## config.mk

```make
export PLATFORM = sky130hd
export DESIGN_NAME = multi_zone_alarm
export DESIGN_NICKNAME = d
export VERILOG_FILES = /design/src/rtl/alarm_pkg.sv /design/src/rtl/alarm_tick_timer.sv /design/src/rtl/multi_zone_alarm.sv
export SDC_FILE = /design/constraint.sdc
export NUM_CORES = 1
export LEC_CHECK = 0
export ABC_CLOCK_PERIOD_IN_PS = 2900
export CAP_MARGIN = 20
export CORE_ASPECT_RATIO = 1.1
export CORE_UTILIZATION = 40
export CTS_CLUSTER_DIAMETER = 150
export DETAILED_ROUTE_END_ITERATION = 10
export PLACE_DENSITY_LB_ADDON = 0.25
export SYNTH_ARGS = -nofsm -noshare
export SYNTH_HDL_FRONTEND = slang
export SYNTH_HIERARCHICAL = 1
export SYNTH_SLANG_ARGS = --single-unit
```

## constraint.sdc

```tcl
create_clock -name iCLK -period 2.9 [get_ports iCLK]
set_input_delay 0.58 -clock iCLK [delete_from_list [all_inputs] [get_ports iCLK]]
set_output_delay 0.58 -clock iCLK [all_outputs]
set_load 0.05 [all_outputs]
```

## src/rtl/alarm_pkg.sv

```systemverilog
// Shared state encoding and helpers for the multi-zone alarm controller.
package alarm_pkg;

  typedef enum logic [2:0] {
    DISARMED    = 3'd0,
    EXIT_DELAY  = 3'd1,
    ARMED       = 3'd2,
    ENTRY_DELAY = 3'd3,
    ALARM       = 3'd4,
    PANIC       = 3'd5
  } alarm_state_t;

  localparam int STATE_W = 3;

  function automatic int max2(input int a, input int b);
    return (a > b) ? a : b;
  endfunction

endpackage

```

## src/rtl/alarm_tick_timer.sv

```systemverilog
// Tick-driven down-counter: load wins over decrement, saturates at zero,
// and flags the tick that takes it from 1 to 0.
module alarm_tick_timer #(
  parameter int W = 4
) (
  input  logic         iCLK,
  input  logic         iRST,
  input  logic         tick,
  input  logic         load,
  input  logic [W-1:0] load_val,
  output logic         done
);

  logic [W-1:0] count;

  always_ff @(posedge iCLK or posedge iRST) begin
    if (iRST)
      count <= '0;
    else if (load)
      count <= load_val;
    else if (tick && count != '0)
      count <= count - W'(1);
  end

  assign done = tick && (count == W'(1));

endmodule

```

## src/rtl/multi_zone_alarm.sv

```systemverilog
// Multi-zone intrusion alarm sequencer with exit/entry delays, siren timeout
// and a flashing strobe.
//   state       | meaning
//   DISARMED    | idle, zones only gate arming
//   EXIT_DELAY  | occupant leaving, zones ignored
//   ARMED       | watching all active zones
//   ENTRY_DELAY | delayed zone tripped, waiting for disarm
//   ALARM       | intrusion, siren until timeout, strobe flashing
//   PANIC       | manual alarm, siren and strobe until disarmed
module multi_zone_alarm
  import alarm_pkg::*;
#(
  parameter int N_ZONES      = 3,
  parameter int EXIT_TICKS   = 20,
  parameter int ENTRY_TICKS  = 20,
  parameter int STROBE_TICKS = 8,
  parameter int SIREN_TICKS  = 600
) (
  input  logic               iCLK,
  input  logic               iRST,
  input  logic               tick,
  input  logic               arm_req,
  input  logic               disarm_req,
  input  logic               panic_req,
  input  logic [N_ZONES-1:0] zone_in,
  input  logic [N_ZONES-1:0] zone_mask,
  input  logic [N_ZONES-1:0] zone_instant,
  output logic [STATE_W-1:0] state,
  output logic               siren,
  output logic               strobe,
  output logic [N_ZONES-1:0] zone_latched,
  output logic               arm_fail,
  output logic               armed_led,
  output logic               disarmed_led
);

  localparam int DLY_W = $clog2(max2(EXIT_TICKS, ENTRY_TICKS) + 1);
  localparam int STB_W = $clog2(STROBE_TICKS + 1);
  localparam int SRN_W = $clog2(SIREN_TICKS + 1);

  alarm_state_t state_q, state_d;
  logic [N_ZONES-1:0] act;
  logic inst_hit, dly_hit;
  logic arm_fail_d, siren_d, strobe_d;
  logic dly_load, dly_done, stb_load, stb_done, srn_done;
  logic enter_alarm, strobe_on_d, strobe_restart;
  logic [DLY_W-1:0] dly_val;

  assign act      = zone_in & ~zone_mask;
  assign inst_hit = |(act & zone_instant);
  assign dly_hit  = |(act & ~zone_instant);

  always_comb begin
    state_d    = state_q;
    arm_fail_d = 1'b0;
    if (panic_req)
      state_d = PANIC;
    else if (disarm_req)
      state_d = DISARMED;
    else begin
      case (state_q)
        DISARMED:
          if (arm_req) begin
            if (act == '0) state_d = EXIT_DELAY;
            else           arm_fail_d = 1'b1;
          end
        EXIT_DELAY:  if (dly_done) state_d = ARMED;
        ARMED:
          if (inst_hit)     state_d = ALARM;
          else if (dly_hit) state_d = ENTRY_DELAY;
        ENTRY_DELAY: if (inst_hit || dly_done) state_d = ALARM;
        ALARM, PANIC: state_d = state_q;
        default:      state_d = DISARMED;
      endcase
    end
  end

  // One timer serves both delays; it is reloaded on the edge that enters either.
  always_comb begin
    dly_load = ((state_d == EXIT_DELAY) && (state_q != EXIT_DELAY)) ||
               ((state_d == ENTRY_DELAY) && (state_q != ENTRY_DELAY));
    dly_val  = (state_d == EXIT_DELAY) ? DLY_W'(EXIT_TICKS) : DLY_W'(ENTRY_TICKS);
  end

  // A repeated panic counts as a fresh entry so the strobe phase restarts.
  always_comb begin
    enter_alarm    = (state_d == ALARM) && (state_q != ALARM);
    strobe_on_d    = (state_d == ALARM) || (state_d == PANIC);
    strobe_restart = enter_alarm || panic_req;
    stb_load       = strobe_restart || stb_done;

    siren_d = 1'b0;
    if (state_d == PANIC)
      siren_d = 1'b1;
    else if (state_d == ALARM)
      siren_d = enter_alarm ? 1'b1 : (siren && !srn_done);

    strobe_d = 1'b0;
    if (strobe_on_d) begin
      if (strobe_restart) strobe_d = 1'b1;
      else if (stb_done)  strobe_d = ~strobe;
      else                strobe_d = strobe;
    end
  end

  alarm_tick_timer #(.W(DLY_W)) u_dly_timer (
    .iCLK(iCLK), .iRST(iRST), .tick(tick),
    .load(dly_load), .load_val(dly_val), .done(dly_done)
  );

  alarm_tick_timer #(.W(STB_W)) u_stb_timer (
    .iCLK(iCLK), .iRST(iRST), .tick(tick),
    .load(stb_load), .load_val(STB_W'(STROBE_TICKS)), .done(stb_done)
  );

  alarm_tick_timer #(.W(SRN_W)) u_srn_timer (
    .iCLK(iCLK), .iRST(iRST), .tick(tick),
    .load(enter_alarm), .load_val(SRN_W'(SIREN_TICKS)), .done(srn_done)
  );

  always_ff @(posedge iCLK or posedge iRST) begin
    if (iRST) begin
      state_q      <= DISARMED;
      siren        <= 1'b0;
      strobe       <= 1'b0;
      zone_latched <= '0;
      arm_fail     <= 1'b0;
      armed_led    <= 1'b0;
      disarmed_led <= 1'b1;
    end else begin
      state_q      <= state_d;
      siren        <= siren_d;
      strobe       <= strobe_d;
      arm_fail     <= arm_fail_d;
      armed_led    <= state_d inside {ARMED, ENTRY_DELAY, ALARM, PANIC};
      disarmed_led <= state_d inside {DISARMED, EXIT_DELAY};
      if ((state_q == DISARMED) && (state_d == EXIT_DELAY))
        zone_latched <= '0;
      else if (state_q inside {ARMED, ENTRY_DELAY, ALARM})
        zone_latched <= zone_latched | act;
    end
  end

  assign state = state_q;

endmodule

```

==> run metrics, run 1 <==
multi-input logic area 1170 sq um; IO Port Bufs 25; Cell Area, Synth 1940 sq um; vias in the first global route 1,567; Ports 26; crit path from tick; Longest Clk Path Bufs 2; RSZ-0062 raised after global routing false; ys flop type dfrtp_1; area delta synth->final 27.6%; Slew HR 0.651; crit start category primary input; DR DRC count 0; slowest CP cell clkdlybuf4s50_1; final core utilization 0.531; Synth Area in Adders 0.0388; worst-margin pin slew 0.522 ns; Nets 289; GRT overflow 0; mux cell area share after synthesis 0.0317; CTS resizes 0; Fin. Hold Viols 0; Post-synth EDFFs 0; Leak 1.07 nW; final setup TNS 0 ns; First-pass DRT Iterations 4; sequential area share after synthesis 0.388; Avg Cell Area, Syn 9.09 sq um; ys async rst share 1.00; die area 5120 sq um; hold_sp zone_latched[0]; hold crit path type reg -> reg; hold_buf cts 0; GP Congestion 0.798; HPWL Detailed 3.05 mm; WP data arrival 2.79 ns; vias 1,671; Fillers 430; TritonCTS buffer count 5; H-Tree Depth 2; Post-CTS Setup Inserts 0; storage element area 752 sq um; Initial Utilization 0.416; DIE HEIGHT 75.0 microns; Post-Synthesis Cells 213; clock period minus worst slack 2.62 ns; average wire per standard cell 12.3 microns; Slew Limit Fails 0; antenna viol nets, final 0; CTS tree yes; DRT iter0 DRCs 88; crit end category flip-flop; CP required 3.07 ns; Warnings, synthesis 6; first-pass GRT wire length 6.65 mm; FMAX 381 MHz; run status complete, no violations; worst path cell trace clkdlybuf4s50_1 -> and4b_1 -> nand2_1 -> and4_1 -> and3_4 -> o31a_4 -> nor2b_1 -> buf_4 -> nor3b_1 -> mux2i_1 -> o311ai_0; Ant. Diodes 0; clk_skew 0.00625 ns; crit path kind in -> reg; antenna violations before repair 0; XOR/XNOR share of the synthesized area 0.0181; WL final 3.99 mm; largest family of logic cells by synthesized area simple AND/OR/NAND/NOR gates; Clock transition at path regs 0.06 ns; power per cell area 688 nW/um^2; clk sink count 30; FP Rows 26; RR Startpoint u_dly_timer/count[1]; largest net degree at the start of global routing 21; Cell variety after synth 63; CP Max Fanout 13; Setup Viol. Count Final 0; Via density 5.14; worst skew pair latency 0.28 ns; hold slack final 0.534 ns; post-synthesis simple-gate area fraction 0.295; post-synthesis compound-gate area fraction 0.183; die span in x 68.3 microns; Max Cap Viol 0; core region area 4650 sq um; Total Routing Usage GR 0.174; share of layout cells above drive strength 1 0.126; synthesized flop and latch total 30; Max VDD drop 0.401 mV; CTS root buf clkbuf_8; Final period util 0.905; Crit path largest cell delay 0.48 ns
==> per-layer routing <==
metal  share of wire  global-route usage  vias up
li1                -                   -      864
met4           0.016              0.0694        0
met2            0.45               0.280       30
met1            0.49               0.226      770
met5               0                   0        -
met3           0.041              0.0364        7
==> registers in the layout, indices dropped and copies added, names as in the netlist <==
| signal | flops |
|---|---|
| u_stb_timer/count | 4 |
| armed_led | 1 |
| arm_fail | 1 |
| u_srn_timer/count | 10 |
| siren | 1 |
| u_dly_timer/count | 5 |
| strobe | 1 |
| zone_latched | 3 |
| state | 3 |
| disarmed_led | 1 |
==> cell usage after synthesis, types with 3 or more instances <==
| library cell | n | share of area |
|---|---|---|
| o21ai_1 | 8 | 0.021 |
| a21oi_1 | 20 | 0.052 |
| nor2b_1 | 10 | 0.032 |
| o21ai_0 | 6 | 0.016 |
| xnor2_1 | 3 | 0.014 |
| mux2i_1 | 5 | 0.026 |
| nand2b_1 | 4 | 0.013 |
| nor3b_1 | 4 | 0.016 |
| ha_1 | 6 | 0.039 |
| nor2_1 | 13 | 0.025 |
| dfrtp_1 | 29 | 0.37 |
| or3_1 | 3 | 0.0097 |
| inv_1 | 14 | 0.027 |
| clkbuf_1 | 3 | 0.0058 |
| nand2_1 | 22 | 0.043 |
| nor3_1 | 5 | 0.013 |
| nand3b_1 | 3 | 0.012 |
==> cells in the final DEF (no fill, tap or decap), types with 2 or more instances in the layout <==
cell type         n
or3_1             3
inv_1            14
a31oi_1           2
nand2_1          22
or4_1             2
nand3_1           2
nand4_1           2
or2_2             2
a221o_1           2
nand2b_1          4
nor2_1           13
ha_1              6
xnor2_1           3
buf_4            11
o31ai_1           2
dfrtp_1          29
nand3b_1          3
nor2b_1          10
mux2i_1           5
nor4_1            2
nor3_1            5
clkdlybuf4s50_1  25
a21oi_1          20
clkbuf_8          6
nor3b_1           4
conb_1           19
o21ai_1           8
o21ai_0           6
==> where the power goes <==
part	leakage [nW]	internal, W	switching [W]
combinational	0.659	0.000302	0.000332
clock	0.0482	0.000191	0.000154
sequential	0.359	0.000551	0.000168
total	1.07	0.00104	0.000654
==> final cells by class <==
class | count | share of cell area
Sequential cell | 30 | 0.304
Clock buffer | 7 | 0.0349
Timing Repair Buffer | 36 | 0.135
Multi-Input combinational cell | 180 | 0.473
Tap cell | 56 | 0.0284
Inverter | 15 | 0.0228
Clock inverter | 1 | 0.00203
==> worst paths after layout <==
kind | slack [ns] | cells after the start | to
setup / recovery | 0.28 | 11 | u_dly_timer/count[0]
max in group asynchronous | 1.82 | 2 | disarmed_led
hold / removal | 0.53 | 2 | zone_latched[0]
setup reg to reg | 0.47 | 12 | u_dly_timer/count[0]
min in group asynchronous | 0.65 | 2 | u_stb_timer/count[3]
hold reg to reg | 0.53 | 2 | zone_latched[0]
==> logic make-up after synthesis <==
kind of cell,after synthesis
AOI/OAI and AO/OA,54
xor gates and xnor gates,4
adders and majority gates,6
buffers and inverters,20
DFF,30
muxes,6
other,2
and+or+nand+nor,91
==> metrics by stage <==
step           worst slack (ns)  cell area, sq um  power [W]  std cells
3_5_place_dp            -0.0266              2380    0.00135        317
6_report                  0.277              2470    0.00170        325
5_1_grt                   0.112              2470    0.00183        325
2_1_floorplan             0.480              2000    0.00117        230
3_3_place_gp             0.0169              2380    0.00134        317
4_1_cts                   0.265              2470    0.00171        325
==> critical path, delay by kind of cell <==
family	cells	cell delay, ns
compound gates	2	0.39
mux	1	0.10
buf+inv	2	0.66
simple gates	6	1.06
Power figures use the tool's default switching activity.
==> run 2: changes to the inputs <==
--- a/config.mk
+++ b/config.mk
@@ -6,7 +6,6 @@
 export NUM_CORES = 1
 export LEC_CHECK = 0
 export ABC_CLOCK_PERIOD_IN_PS = 2900
-export CAP_MARGIN = 20
 export CORE_ASPECT_RATIO = 1.1
 export CORE_UTILIZATION = 40
 export CTS_CLUSTER_DIAMETER = 150
==> results of run 2 <==
The final DEF is identical to that of run 1; final timing and power are the same.
==> run 3: changes to the inputs <==
--- a/config.mk
+++ b/config.mk
@@ -9,6 +9,7 @@
 export CORE_ASPECT_RATIO = 1.1
 export CORE_UTILIZATION = 40
 export CTS_CLUSTER_DIAMETER = 150
+export CTS_CLUSTER_SIZE = 20
 export DETAILED_ROUTE_END_ITERATION = 10
 export PLACE_DENSITY_LB_ADDON = 0.25
 export SYNTH_ARGS = -nofsm -noshare
==> results of run 3 <==
The final DEF is identical to that of run 1; final timing and power are the same.
